===== src/rtl/mmio_uart_pkg.sv =====
// Shared definitions for the memory-mapped UART transmitter: the register
// offsets, the STATUS bit layout and the transmit FSM state encoding.
package mmio_uart_pkg;

    // Register offsets within the 16-byte window (word index dataadr[3:2])
    localparam logic [1:0] REG_TXDATA  = 2'd0;
    localparam logic [1:0] REG_STATUS  = 2'd1;
    localparam logic [1:0] REG_BAUDDIV = 2'd2;

    // STATUS bit positions
    localparam int ST_ACTIVE    = 0;
    localparam int ST_EMPTY     = 1;
    localparam int ST_FULL      = 2;
    localparam int ST_OVF       = 3;
    localparam int ST_COUNT_LSB = 4;
    localparam int ST_COUNT_W   = 4;

    typedef enum logic [1:0] {
        IDLE  = 2'd0,
        START = 2'd1,
        DATA  = 2'd2,
        STOP  = 2'd3
    } tx_state_t;

endpackage


===== src/rtl/mmio_tx_fifo.sv =====
// Small synchronous FIFO for bytes awaiting transmission. The read side is
// first-word-fall-through: dout shows the oldest entry whenever non-empty.
// A push while full is accepted only if a pop happens in the same cycle.
module mmio_tx_fifo #(
    parameter  int DEPTH = 4,
    localparam int AW    = $clog2(DEPTH),
    localparam int CW    = AW + 1
) (
    input  logic          clk,
    input  logic          reset,
    input  logic          push,
    input  logic          pop,
    input  logic [7:0]    din,
    output logic [7:0]    dout,
    output logic [CW-1:0] count,
    output logic          full,
    output logic          empty
);

    logic [7:0]    mem [DEPTH];
    logic [CW-1:0] wptr;
    logic [CW-1:0] rptr;
    logic          do_push;
    logic          do_pop;

    // Pointers carry one extra wrap bit so their difference is the occupancy
    assign count   = wptr - rptr;
    assign full    = (count == CW'(DEPTH));
    assign empty   = (count == '0);
    assign do_push = push && (!full || pop);
    assign do_pop  = pop && !empty;
    assign dout    = mem[rptr[AW-1:0]];

    // Pointer update
    always_ff @(posedge clk) begin
        // NOTE: sequential state uses non-blocking assignments so every register samples pre-edge values.
        if (reset) begin
            wptr <= '0;
            rptr <= '0;
        end else begin
            if (do_push) wptr <= wptr + CW'(1);
            if (do_pop)  rptr <= rptr + CW'(1);
        end
    end

    // Storage write
    always_ff @(posedge clk) begin
        // NOTE: storage is not reset; the pointers alone define which entries are valid.
        if (do_push) mem[wptr[AW-1:0]] <= din;
    end

endmodule


===== src/rtl/mmio_uart_tx.sv =====
// Memory-mapped 8N1 UART transmitter on the MIPS data bus. Stores to TXDATA
// queue bytes in a FIFO; a baud-timed FSM serializes them LSB first on tx.
// STATUS and BAUDDIV are readable combinationally so software can poll.
module mmio_uart_tx
    import mmio_uart_pkg::*;
#(
    parameter logic [31:0] BASE_ADDR  = 32'hFFFF_0000,
    parameter int          FIFO_DEPTH = 4,
    parameter logic [15:0] DIV_RESET  = 16'd434
) (
    input  logic        clk,
    input  logic        reset,
    input  logic        memwrite,
    input  logic        byte_enable,
    input  logic [31:0] dataadr,
    input  logic [31:0] writedata,
    output logic [31:0] readdata,
    output logic        sel,
    output logic        tx,
    output logic        busy
);

    localparam int CW = $clog2(FIFO_DEPTH) + 1;

    logic [1:0]    offset;
    logic          wr_txdata;
    logic          wr_status;
    logic          wr_baud;
    logic [15:0]   baud_div;
    logic          ovf;
    logic          active;
    logic [31:0]   status_word;

    logic          fifo_pop;
    logic [7:0]    fifo_dout;
    logic [CW-1:0] fifo_count;
    logic          fifo_full;
    logic          fifo_empty;

    tx_state_t     state, state_next;
    logic [15:0]   baud_cnt, baud_cnt_next;
    logic [2:0]    bit_cnt, bit_cnt_next;
    logic [7:0]    shift, shift_next;
    logic          tx_next;
    logic          baud_tick;

    // Byte-lane and upper address/data bits carry no meaning for this block
    logic          unused_bits;
    assign unused_bits = ^{byte_enable, dataadr[1:0], writedata[31:16]};

    assign sel       = (dataadr[31:4] == BASE_ADDR[31:4]);
    assign offset    = dataadr[3:2];
    assign wr_txdata = memwrite && sel && (offset == REG_TXDATA);
    assign wr_status = memwrite && sel && (offset == REG_STATUS);
    assign wr_baud   = memwrite && sel && (offset == REG_BAUDDIV);

    assign active    = (state != IDLE);
    assign busy      = active || !fifo_empty;
    assign baud_tick = (baud_cnt == '0);

    mmio_tx_fifo #(
        .DEPTH (FIFO_DEPTH)
    ) u_fifo (
        .clk   (clk),
        .reset (reset),
        .push  (wr_txdata),
        .pop   (fifo_pop),
        .din   (writedata[7:0]),
        .dout  (fifo_dout),
        .count (fifo_count),
        .full  (fifo_full),
        .empty (fifo_empty)
    );

    // STATUS word assembly and load-data mux
    always_comb begin
        // NOTE: every combinational output gets a default first so no path can infer a latch.
        status_word = '0;
        status_word[ST_ACTIVE] = active;
        status_word[ST_EMPTY]  = fifo_empty;
        status_word[ST_FULL]   = fifo_full;
        status_word[ST_OVF]    = ovf;
        status_word[ST_COUNT_LSB +: ST_COUNT_W] = ST_COUNT_W'(fifo_count);

        readdata = '0;
        if (sel) begin
            case (offset)
                REG_STATUS:  readdata = status_word;
                REG_BAUDDIV: readdata = {16'h0, baud_div};
                default:     readdata = '0;
            endcase
        end
    end

    // Baud divisor register and sticky overflow flag
    always_ff @(posedge clk) begin
        if (reset) begin
            baud_div <= DIV_RESET;
            ovf      <= 1'b0;
        end else begin
            // A zero divisor would stall the bit timer, so it is stored as 1
            if (wr_baud)
                baud_div <= (writedata[15:0] == '0) ? 16'd1 : writedata[15:0];
            if (wr_status)
                ovf <= 1'b0;
            else if (wr_txdata && fifo_full && !fifo_pop)
                ovf <= 1'b1;
        end
    end

    // Transmit FSM: next state, FIFO pop, bit timing and the next line level
    always_comb begin
        state_next    = state;
        fifo_pop      = 1'b0;
        baud_cnt_next = baud_cnt;
        bit_cnt_next  = bit_cnt;
        shift_next    = shift;

        case (state)
            IDLE: begin
                if (!fifo_empty) begin
                    fifo_pop      = 1'b1;
                    shift_next    = fifo_dout;
                    bit_cnt_next  = '0;
                    baud_cnt_next = baud_div - 16'd1;
                    state_next    = START;
                end
            end
            START: begin
                if (baud_tick) begin
                    baud_cnt_next = baud_div - 16'd1;
                    state_next    = DATA;
                end else begin
                    baud_cnt_next = baud_cnt - 16'd1;
                end
            end
            DATA: begin
                if (baud_tick) begin
                    baud_cnt_next = baud_div - 16'd1;
                    shift_next    = shift >> 1;
                    bit_cnt_next  = bit_cnt + 3'd1;
                    if (bit_cnt == 3'd7) state_next = STOP;
                end else begin
                    baud_cnt_next = baud_cnt - 16'd1;
                end
            end
            STOP: begin
                if (baud_tick) begin
                    // Chain straight into the next frame when more bytes wait
                    if (!fifo_empty) begin
                        fifo_pop      = 1'b1;
                        shift_next    = fifo_dout;
                        bit_cnt_next  = '0;
                        baud_cnt_next = baud_div - 16'd1;
                        state_next    = START;
                    end else begin
                        state_next    = IDLE;
                    end
                end else begin
                    baud_cnt_next = baud_cnt - 16'd1;
                end
            end
            default: state_next = IDLE;
        endcase

        // Line level is registered from the next state so tx is glitch-free
        case (state_next)
            START:   tx_next = 1'b0;
            DATA:    tx_next = shift_next[0];
            default: tx_next = 1'b1;
        endcase
    end

    // Transmit FSM and datapath registers
    always_ff @(posedge clk) begin
        if (reset) begin
            state    <= IDLE;
            baud_cnt <= '0;
            bit_cnt  <= '0;
            shift    <= '0;
            tx       <= 1'b1;
        end else begin
            state    <= state_next;
            baud_cnt <= baud_cnt_next;
            bit_cnt  <= bit_cnt_next;
            shift    <= shift_next;
            tx       <= tx_next;
        end
    end

endmodule


===== config.mk =====
export PLATFORM = sky130hd
export DESIGN_NAME = mmio_uart_tx
export DESIGN_NICKNAME = d
export VERILOG_FILES = /design/src/rtl/mmio_uart_pkg.sv /design/src/rtl/mmio_tx_fifo.sv /design/src/rtl/mmio_uart_tx.sv
export SDC_FILE = /design/constraint.sdc
export NUM_CORES = 1
export LEC_CHECK = 0
export ABC_AREA = 1
export ABC_CLOCK_PERIOD_IN_PS = 3000
export CELL_PAD_IN_SITES_DETAIL_PLACEMENT = 1
export CELL_PAD_IN_SITES_GLOBAL_PLACEMENT = 1
export CORE_MARGIN = 1
export CORE_UTILIZATION = 38
export CTS_CLUSTER_SIZE = 40
export DETAILED_ROUTE_END_ITERATION = 10
export HOLD_SLACK_MARGIN = 0.02
export PLACE_DENSITY_LB_ADDON = 0.08
export SYNTH_ARGS = -nofsm -noshare
export SYNTH_HDL_FRONTEND = slang
export SYNTH_SLANG_ARGS = --single-unit

===== constraint.sdc =====
create_clock -name clk -period 3 [get_ports clk]
set_input_delay 0.3 -clock clk [delete_from_list [all_inputs] [get_ports clk]]
set_output_delay 0.3 -clock clk [all_outputs]
set_load 0.005 [all_outputs]

# Yosys cells after proc, flatten, opt, wreduce, memory -nomap -nowiden
# Memory sizes are Yosys's and may differ from the RTL's. A register that Yosys moved wholly into a read port is not among the register bits.
# Cells that the tools add are included.
# classes
n_addsub,6
mul,0
div_mod_pow,0
order_cmp,0
n_eq_ne,12
n_shift,0
n_mux,30
bitwise,0
reduce_logical,23
# op_table
operator,n
two-way mux 16 bit,4
one-hot mux 16 bit (3 select lines),1
zero test 16 bit,2
two-way mux 32 bit,1
one-hot mux 16 bit (2 select lines),1
subtractor 16 x 1 -> 16 bit (second input constant),2
== test 28 bit (second input constant),1
two-way mux 8 bit,3
one-hot mux 8 bit (3 select lines),1
two-way mux 2 bit,7
adder 3 x 1 -> 3 bit (second input constant),3
two-way mux 3 bit,3
one-hot mux 3 bit (3 select lines),1
== test 2 bit (second input constant),4
logical AND 1 bit,8
one-hot mux 2 bit (4 select lines),1
== test 2 x 1 -> 1 bit (second input constant),3
== test 3 bit (second input constant),2
two-way mux 1 bit,5
zero test 2 bit,2
!= test 2 bit (second input constant),2
one-hot mux 1 bit (2 select lines),2
OR reduction 2 bit,2
zero test 1 bit,3
other kinds (6),7
# totals
reg_bits,53
latch_bits,0
ramBits,32
rom_bits,0
input_bits,68
output_inout_bits,35
wordCells,82
mem_count,1
# mem_list
name,words,word_bits,read_ports,rd_ports_with_merged_regs,write_ports,line,rtl
u_fifo.mem,4,8,1,1,1,mmio_tx_fifo.sv:20,logic [7:0] mem [DEPTH];

# Longest topological paths before layout
# Gate-level depths: netlist of the first run.
# depth
word_depth,9
depth_mapped,17
ltp_nobuf,17

# By module
# From an unflattened synthesis of the first run, not the netlist that was laid out.
# unflattened
hier_cells,805
hier_area_um2,5665.4
# modules_own_cells
module,instances,cells_per_inst,area_per_inst_um2,seq_area_each_um2
mmio_uart_tx,1,657,3941.3,940.9
mmio_tx_fifo,1,148,1724.2,1121.1

# Least setup slack after synthesis of the first run
# OpenSTA, ideal clock, no wires.
# synth_path
path_kind,register to register
startpoint,register u_fifo.wptr[0]
endpoint,memory u_fifo.mem[0][0] (enable)
setup_ps,371
arrival_ps,2177
required_ps,2629
setup_slack_ps,452
stages_incl_launch_ff,13
n_path_buf,0
period_less_slack_ps,2548
path_cell_list,dfxtp_1 inv_1 ha_1 fa_1 inv_1 nand2_1 nand3_1 nand2_1 nand2_2 nand3_4 nand2_4 nand2_2 nor2_1
# synth_between
elab_chain_cells,9
elab_cells_between_ends,11
cone_classes,add/sub: 1; eq/ne: 1; mux: 5; reduce/logical: 4
# synth_lines
item,line,rtl
start: declaration,mmio_tx_fifo.sv:21,logic [CW-1:0] wptr;
start signal: assignment,mmio_tx_fifo.sv:41,if (do_push) wptr <= wptr + CW'(1);
subtractor 3 bit,mmio_tx_fifo.sv:27,assign count = wptr - rptr;
zero test 3 bit,mmio_tx_fifo.sv:29,assign empty = (count == '0);
two-way mux 1 bit,"mmio_uart_tx.sv:121, mmio_uart_tx.sv:150",
two-way mux 1 bit,mmio_uart_tx.sv:148,if (baud_tick) begin
one-hot mux 1 bit (2 select lines),mmio_uart_tx.sv:119,case (state)
logical OR 1 bit,mmio_tx_fifo.sv:30,assign do_push = push && (!full || pop);
logical AND 1 bit,mmio_tx_fifo.sv:30,
two-way mux 1 bit,mmio_tx_fifo.sv:49,if (do_push) mem[wptr[AW-1:0]] <= din;
two-way mux 1 bit (implied by the code),mmio_tx_fifo.sv:49,
end: declaration,mmio_tx_fifo.sv:20,
# Parallel ways exist; a longest one is shown, timed or not.

# Worst setup path in the final report of the first run
# layout_path
startpoint,register u_fifo.wptr[0]
endpoint,output port readdata[2]
# layout_between
elab_chain_cells,4
# layout_lines
item,line,rtl
subtractor 3 bit,mmio_tx_fifo.sv:27,
== test 3 bit,mmio_tx_fifo.sv:28,assign full = (count == CW'(DEPTH));
one-hot mux 16 bit (2 select lines),mmio_uart_tx.sv:87,case (offset)
two-way mux 32 bit,mmio_uart_tx.sv:86,if (sel) begin
end: declaration,mmio_uart_tx.sv:17,"output logic [31:0] readdata,"
# No other way between the ends.

==> results.json, run 1 <==
{
  "status": "finished clean",
  "nets": 969,
  "slew_headroom_pct": 36.64,
  "grt_pass1_wl_mm": 30.09,
  "ys_top_cells_by_area": "dfxtp_1 19%, edfxtp_1 17%, nand2_1 13%",
  "peakVddDrop_mv": 0.2544,
  "hold_viol": 0,
  "grt_start_max_net_pins": 42,
  "fillers": 1851,
  "finalNonFillerCells": 1072,
  "final_area_mm2": 0.006892,
  "via_per_inst": 5.280,
  "finalClockSkew_ps": 8.526,
  "fin_util_pct": 47.24,
  "synth_warnings": 0,
  "clkSlewWorstSetupHoldPaths_ps": 70,
  "cts_buffer_depth": 2,
  "drive_above_1_share_pct": 9.122,
  "netlist.area_leader.share_pct": 19.36,
  "synth_ff_type": "dfxtp_1",
  "grt_pass1_vias": 5986,
  "synthDistinctLibCells": 41,
  "cts_buffers": 9,
  "core_mm2": 0.01459,
  "post-route-period-util_pct": 95.78,
  "drt_iter0_markers": 241,
  "crit_type": "flop to output pin",
  "htreeDepth": 3,
  "dr_total_vias": 5660,
  "tightest_slew_ps": 949.3,
  "antenna_found_initial": 0,
  "multi_input_area_mm2": 0.003138,
  "routedWlPerCell_um": 17.10,
  "synth_compound_area_share_pct": 11.20,
  "dr.pass1.iters": 4,
  "drv_cap": 0,
  "period_needed_ps": 2873,
  "setup_viol": 0,
  "synth_edf_count": 32,
  "grt_remaining_overflow": 0,
  "crit_arrival_ps": 2570,
  "cp-end-kind": "output pin",
  "die_x_um": 124.3,
  "synth_mux_area_share_pct": 0,
  "power_uw": 2499,
  "gr-usage-all-layers_pct": 24.44,
  "syn_to_final_growth_pct": 21.19,
  "cts_tree": "built",
  "fmax_mhz": 348.0,
  "drtAntennaViolNets": 0,
  "clkLatencyLatePin_ps": 360,
  "leakage_uw": 0.003018,
  "synth-simple-area-share_pct": 34.65,
  "clkSinkCount": 87,
  "fp.dieH_um": 124.3,
  "startpoint_type": "flop",
  "numPortBuffers": 67,
  "layout_common_cells": "200 x nand2_1, 96 x nor2_1, 88 x nand3_1, 80 x inv_1, 66 x clkdlybuf4s50_1",
  "place.detailed.hpwl_mm": 13.76,
  "maxSlewViolCount": 0,
  "p_per_area_mw_per_mm2": 362.6,
  "holdCritPathClass": "flop to flop",
  "diodes": 0,
  "synth_top_family_by_area": "simple AND/OR/NAND/NOR gates",
  "synth-seq-area-share_pct": 36.26,
  "cts_hold_buf": 0,
  "worst_hold_slack_ps": 477.4,
  "netlist_area_mm2": 0.005687,
  "ys_seq_elements": 87,
  "place_congestion": 0.8368,
  "dieArea_mm2": 0.01546,
  "start_util_pct": 38.98,
  "syn_area_per_cell_um2": 7.029,
  "synthAdderAreaFrac_pct": 4.092,
  "placed_area_mm2": 0.006544,
  "yosysTopAreaCell": "dfxtp_1",
  "dp_cells": 1053,
  "regArea_mm2": 0.002063,
  "layout.cells.most_common": "nand2_1",
  "clockRootBuffer": "clkbuf_16",
  "synth_xor_area_share_pct": 3.696,
  "async_flop_share_pct": 0,
  "synth_cells": 809,
  "rows": 44,
  "cp_max_fo": 4,
  "cp.required_ps": 2700,
  "drc": 0,
  "drt_wl_total_mm": 18.33,
  "ios": 103
}
-- critical path, cell delays in order, from the launching register on --
cell and delay [ps]:
dfxtp_2 330, inv_1 80, ha_2 190, fa_2 410, inv_2 70, nand2_1 60
nand3_1 100, nand2_2 100, nor2_4 130, nand2_1 70, o21ai_2 70, nand2_1 70
inv_1 50, clkdlybuf4s50_1 500
-- final cells by class --
class | instances | area share, %
multi-input cells | 611 | 45.53
well taps | 184 | 3.341
clock buffers | 9 | 3.268
clock inverters | 7 | 0.9985
inverters | 86 | 4.684
flip-flops and latches | 87 | 29.94
repair buffers | 88 | 12.24
-- kinds of logic after synthesis --
logic type | count (synthesis)
compound gates | 113
xor+xnor | 24
fa+ha+maj | 18
buf+inv | 126
flops | 87
other cells | 1
simple gates | 440
-- worst paths after layout --
kind	start	to	slack, ps	depth (start not counted)
worst min register to register	shift[6]	shift[6]	480	2
worst min-delay path	shift[6]	shift[6]	480	2
worst max-delay path	u_fifo.wptr[0]	readdata[2]	130	13
worst max register to register	u_fifo.wptr[0]	u_fifo.mem[1][4]	370	14
-- what timing repair did --
action | in CTS | in global routing
buffers inserted | 2 | 1
hold endpoints to repair | 0 | 0
endpoints found under the setup margin | 2 | 2
pin swaps | 1 | 2
gates resized for setup | 6 | 6
-- flip-flops by register name, indices dropped and copies added (netlist names), named ones only --
register,flops
shift,8
baud_div,16
tx,1
state,2
baud_cnt,16
u_fifo.rptr,3
u_fifo.mem,32
bit_cnt,3
u_fifo.wptr,3
ovf,1
-- Yosys cell counts (3+ instances only) --
cell / instances
clkbuf_1: 11
buf_2: 6
nor2_4: 5
xnor2_1: 4
nor4_1: 4
nor3_1: 12
nand4_1: 8
nand3_1: 88
nand2_2: 3
a31oi_1: 4
nand2_1: 202
o22ai_1: 5
edfxtp_1: 32
xor2_1: 20
a21oi_1: 42
o21ai_0: 40
inv_2: 4
nand2_4: 3
buf_4: 22
nor2_2: 8
nor2_1: 97
ha_1: 17
inv_1: 81
dfxtp_1: 55
nand3_2: 3
o211ai_1: 13
-- per-stage QoR --
stage,setup TNS [ps],worst slack (ps)
5_1_grt,-1.937,-1.937
3_5_place_dp,0,174.4
3_3_place_gp,0,229.8
2_1_floorplan,0,452.4
4_1_cts,0,32.08
6_report,0,126.5
-- routing by layer --
metal  track usage (%)  up-vias  share of wire (%)
met5                 0        -                  0
met4             9.922        0                3.0
met3             3.179       33                3.1
met2             43.55      107                 50
met1             29.52     2744                 44
li1                  -     2776                  -
-- report_power, final --
| part | internal, µW | switching (µW) |
|---|---|---|
| combinational | 67.6 | 67.5 |
| clock | 588 | 556 |
| sequential | 1220 | 0.146 |
(Power assumes the default switching activity.)
==> inputs of run 2 (changes only) <==
Settings changed: MAX_ROUTING_LAYER set to met4.
==> run 2 against run 1 <==
Count of clock-buffer cells in the layout stayed put. Hold slack hardly changed. Via count is 0.16% lower. Design area stayed put. Die area stayed put. Cell count stayed put. Maximum frequency hardly changed. Highest routed layer unchanged.
==> results.json, run 2 (synthesized netlist as in run 1, its figures left out) <==
{
  "status": "finished clean",
  "routedWlPerCell_um": 17.08,
  "reg2reg_to": "u_fifo.mem[1][4]",
  "die_x_um": 124.3,
  "fmax_mhz": 347.7,
  "cts_hold_buf": 0,
  "cp_max_fo": 4,
  "gr-usage-all-layers_pct": 25.15,
  "core_mm2": 0.01459,
  "peakVddDrop_mv": 0.2543,
  "slew_headroom_pct": 36.29,
  "clkLatencyLatePin_ps": 350,
  "tightest_slew_ps": 954.5,
  "setup_viol": 0,
  "via_per_inst": 5.271,
  "final.setup.worst_slack_ps": 123.8,
  "drive_above_1_share_pct": 9.122,
  "holdCritPathClass": "flop to flop",
  "dr_total_vias": 5651,
  "startpoint_type": "flop",
  "fin_util_pct": 47.24,
  "rrSetupSlack_ps": 370,
  "critPathLaunch": "u_fifo.wptr[0]",
  "rr_startpoint": "u_fifo.wptr[0]",
  "place_congestion": 0.8497,
  "clkSlewWorstSetupHoldPaths_ps": 70,
  "cp.required_ps": 2700,
  "syn_to_final_growth_pct": 21.19,
  "layout.cells.most_common": "nand2_1",
  "maxSlewViolCount": 0,
  "hold_viol": 0,
  "worst_hold_slack_ps": 477.8,
  "clkSinkCount": 87,
  "crit_arrival_ps": 2580,
  "grt_pass1_wl_mm": 30.10,
  "drt_iter0_markers": 255,
  "drc": 0,
  "grt_remaining_overflow": 0,
  "drv_cap": 0,
  "largest_register_ff_count": 32,
  "cp-end-kind": "output pin",
  "final_area_mm2": 0.006892,
  "power_uw": 2498,
  "fp.dieH_um": 124.3,
  "ios": 103,
  "grt_pass1_vias": 5997,
  "rows": 44,
  "place.detailed.hpwl_mm": 13.76,
  "finalClockSkew_ps": 9.470,
  "antenna_found_initial": 0,
  "crit_type": "flop to output pin",
  "dr.pass1.iters": 4,
  "post-place-ws_ps": 174.4,
  "grt_start_max_net_pins": 42,
  "dieArea_mm2": 0.01546,
  "placed_area_mm2": 0.006544,
  "diodes": 0,
  "post-route-period-util_pct": 95.87,
  "period_needed_ps": 2876,
  "htreeDepth": 3,
  "r2r_cells": 14,
  "cts_buffer_depth": 2,
  "cts_buffers": 9,
  "layout_common_cells": "200 x nand2_1, 96 x nor2_1, 88 x nand3_1, 80 x inv_1, 66 x clkdlybuf4s50_1",
  "nets": 969,
  "drtAntennaViolNets": 0,
  "p_per_area_mw_per_mm2": 362.5,
  "numPortBuffers": 67,
  "start_util_pct": 38.98,
  "cts_tree": "built",
  "leakage_uw": 0.003018,
  "drt_wl_total_mm": 18.31,
  "cp-endpoint": "readdata[2]",
  "fillers": 1851,
  "clockRootBuffer": "clkbuf_16"
}
run 2: cell counts in the layout (fill, tap and decap cells not counted):
Identical to the previous run, type by type.
run 2: stage by stage:
stage,instances,setup TNS [ps]
after CTS,1071,0
after global routing,1072,-1.937
after floorplan,824,0
final,1072,0
after global placement,1053,0
after detailed placement,1053,0
run 2: final cells by class:
cell class / count / area [µm²] / area share [%]
multi-input combinational: 611 / 3138 / 45.53
sequential: 87 / 2063 / 29.94
timing repair buffer: 88 / 843.3 / 12.24
inverter: 86 / 322.8 / 4.684
tap: 184 / 230.2 / 3.341
clock buffer: 9 / 225.2 / 3.268
clock inverter: 7 / 68.82 / 0.9985
run 2: worst min-delay path by stage:
stage / cells past startpoint / endpoint / from
2_1_floorplan: 0 / u_fifo.mem[0][0] / writedata[0]
3_3_place_gp: 2 / ovf / ovf
3_5_place_dp: 2 / shift[6] / shift[6]
4_1_cts: 2 / shift[6] / shift[6]
5_1_grt: 2 / shift[6] / shift[6]
6_report: 2 / shift[6] / shift[6]
run 2: metal layers:
| layer | GRT usage [%] | vias to the layer above | share of wire, % |
|---|---|---|---|
| li1 | - | 2782 | - |
| met1 | 29.63 | 2730 | 43 |
| met2 | 43.39 | 109 | 50 |
| met3 | 3.179 | 30 | 3.7 |
| met4 | 9.922 | 0 | 2.8 |
| met5 | - | - | 0 |
run 2: repair_timing:
action / in CTS / in global routing
gates cloned: 0 / 0
pin swaps: 1 / 2
buffers inserted: 2 / 1
gates resized for setup: 6 / 6
endpoints found under the setup margin: 2 / 2
run 2: critical path, stage by stage (launching register included):
cell and delay (ps):
dfxtp_2 330, inv_1 80, ha_2 190, fa_2 410, inv_2 70, nand2_1 60, nand3_1 100, nand2_2 100
nor2_4 130, nand2_1 70, o21ai_2 70, nand2_1 70, inv_1 50, clkdlybuf4s50_1 500
run 2: report_power, final:
| part | switching [µW] | internal [µW] | leakage [µW] | total, µW |
|---|---|---|---|---|
| Clock | 555 | 588 | 0.000146 | 1140 |
| Combinational | 67.4 | 67.6 | 0.00214 | 135 |
| Sequential | 0.146 | 1220 | 0.000731 | 1220 |
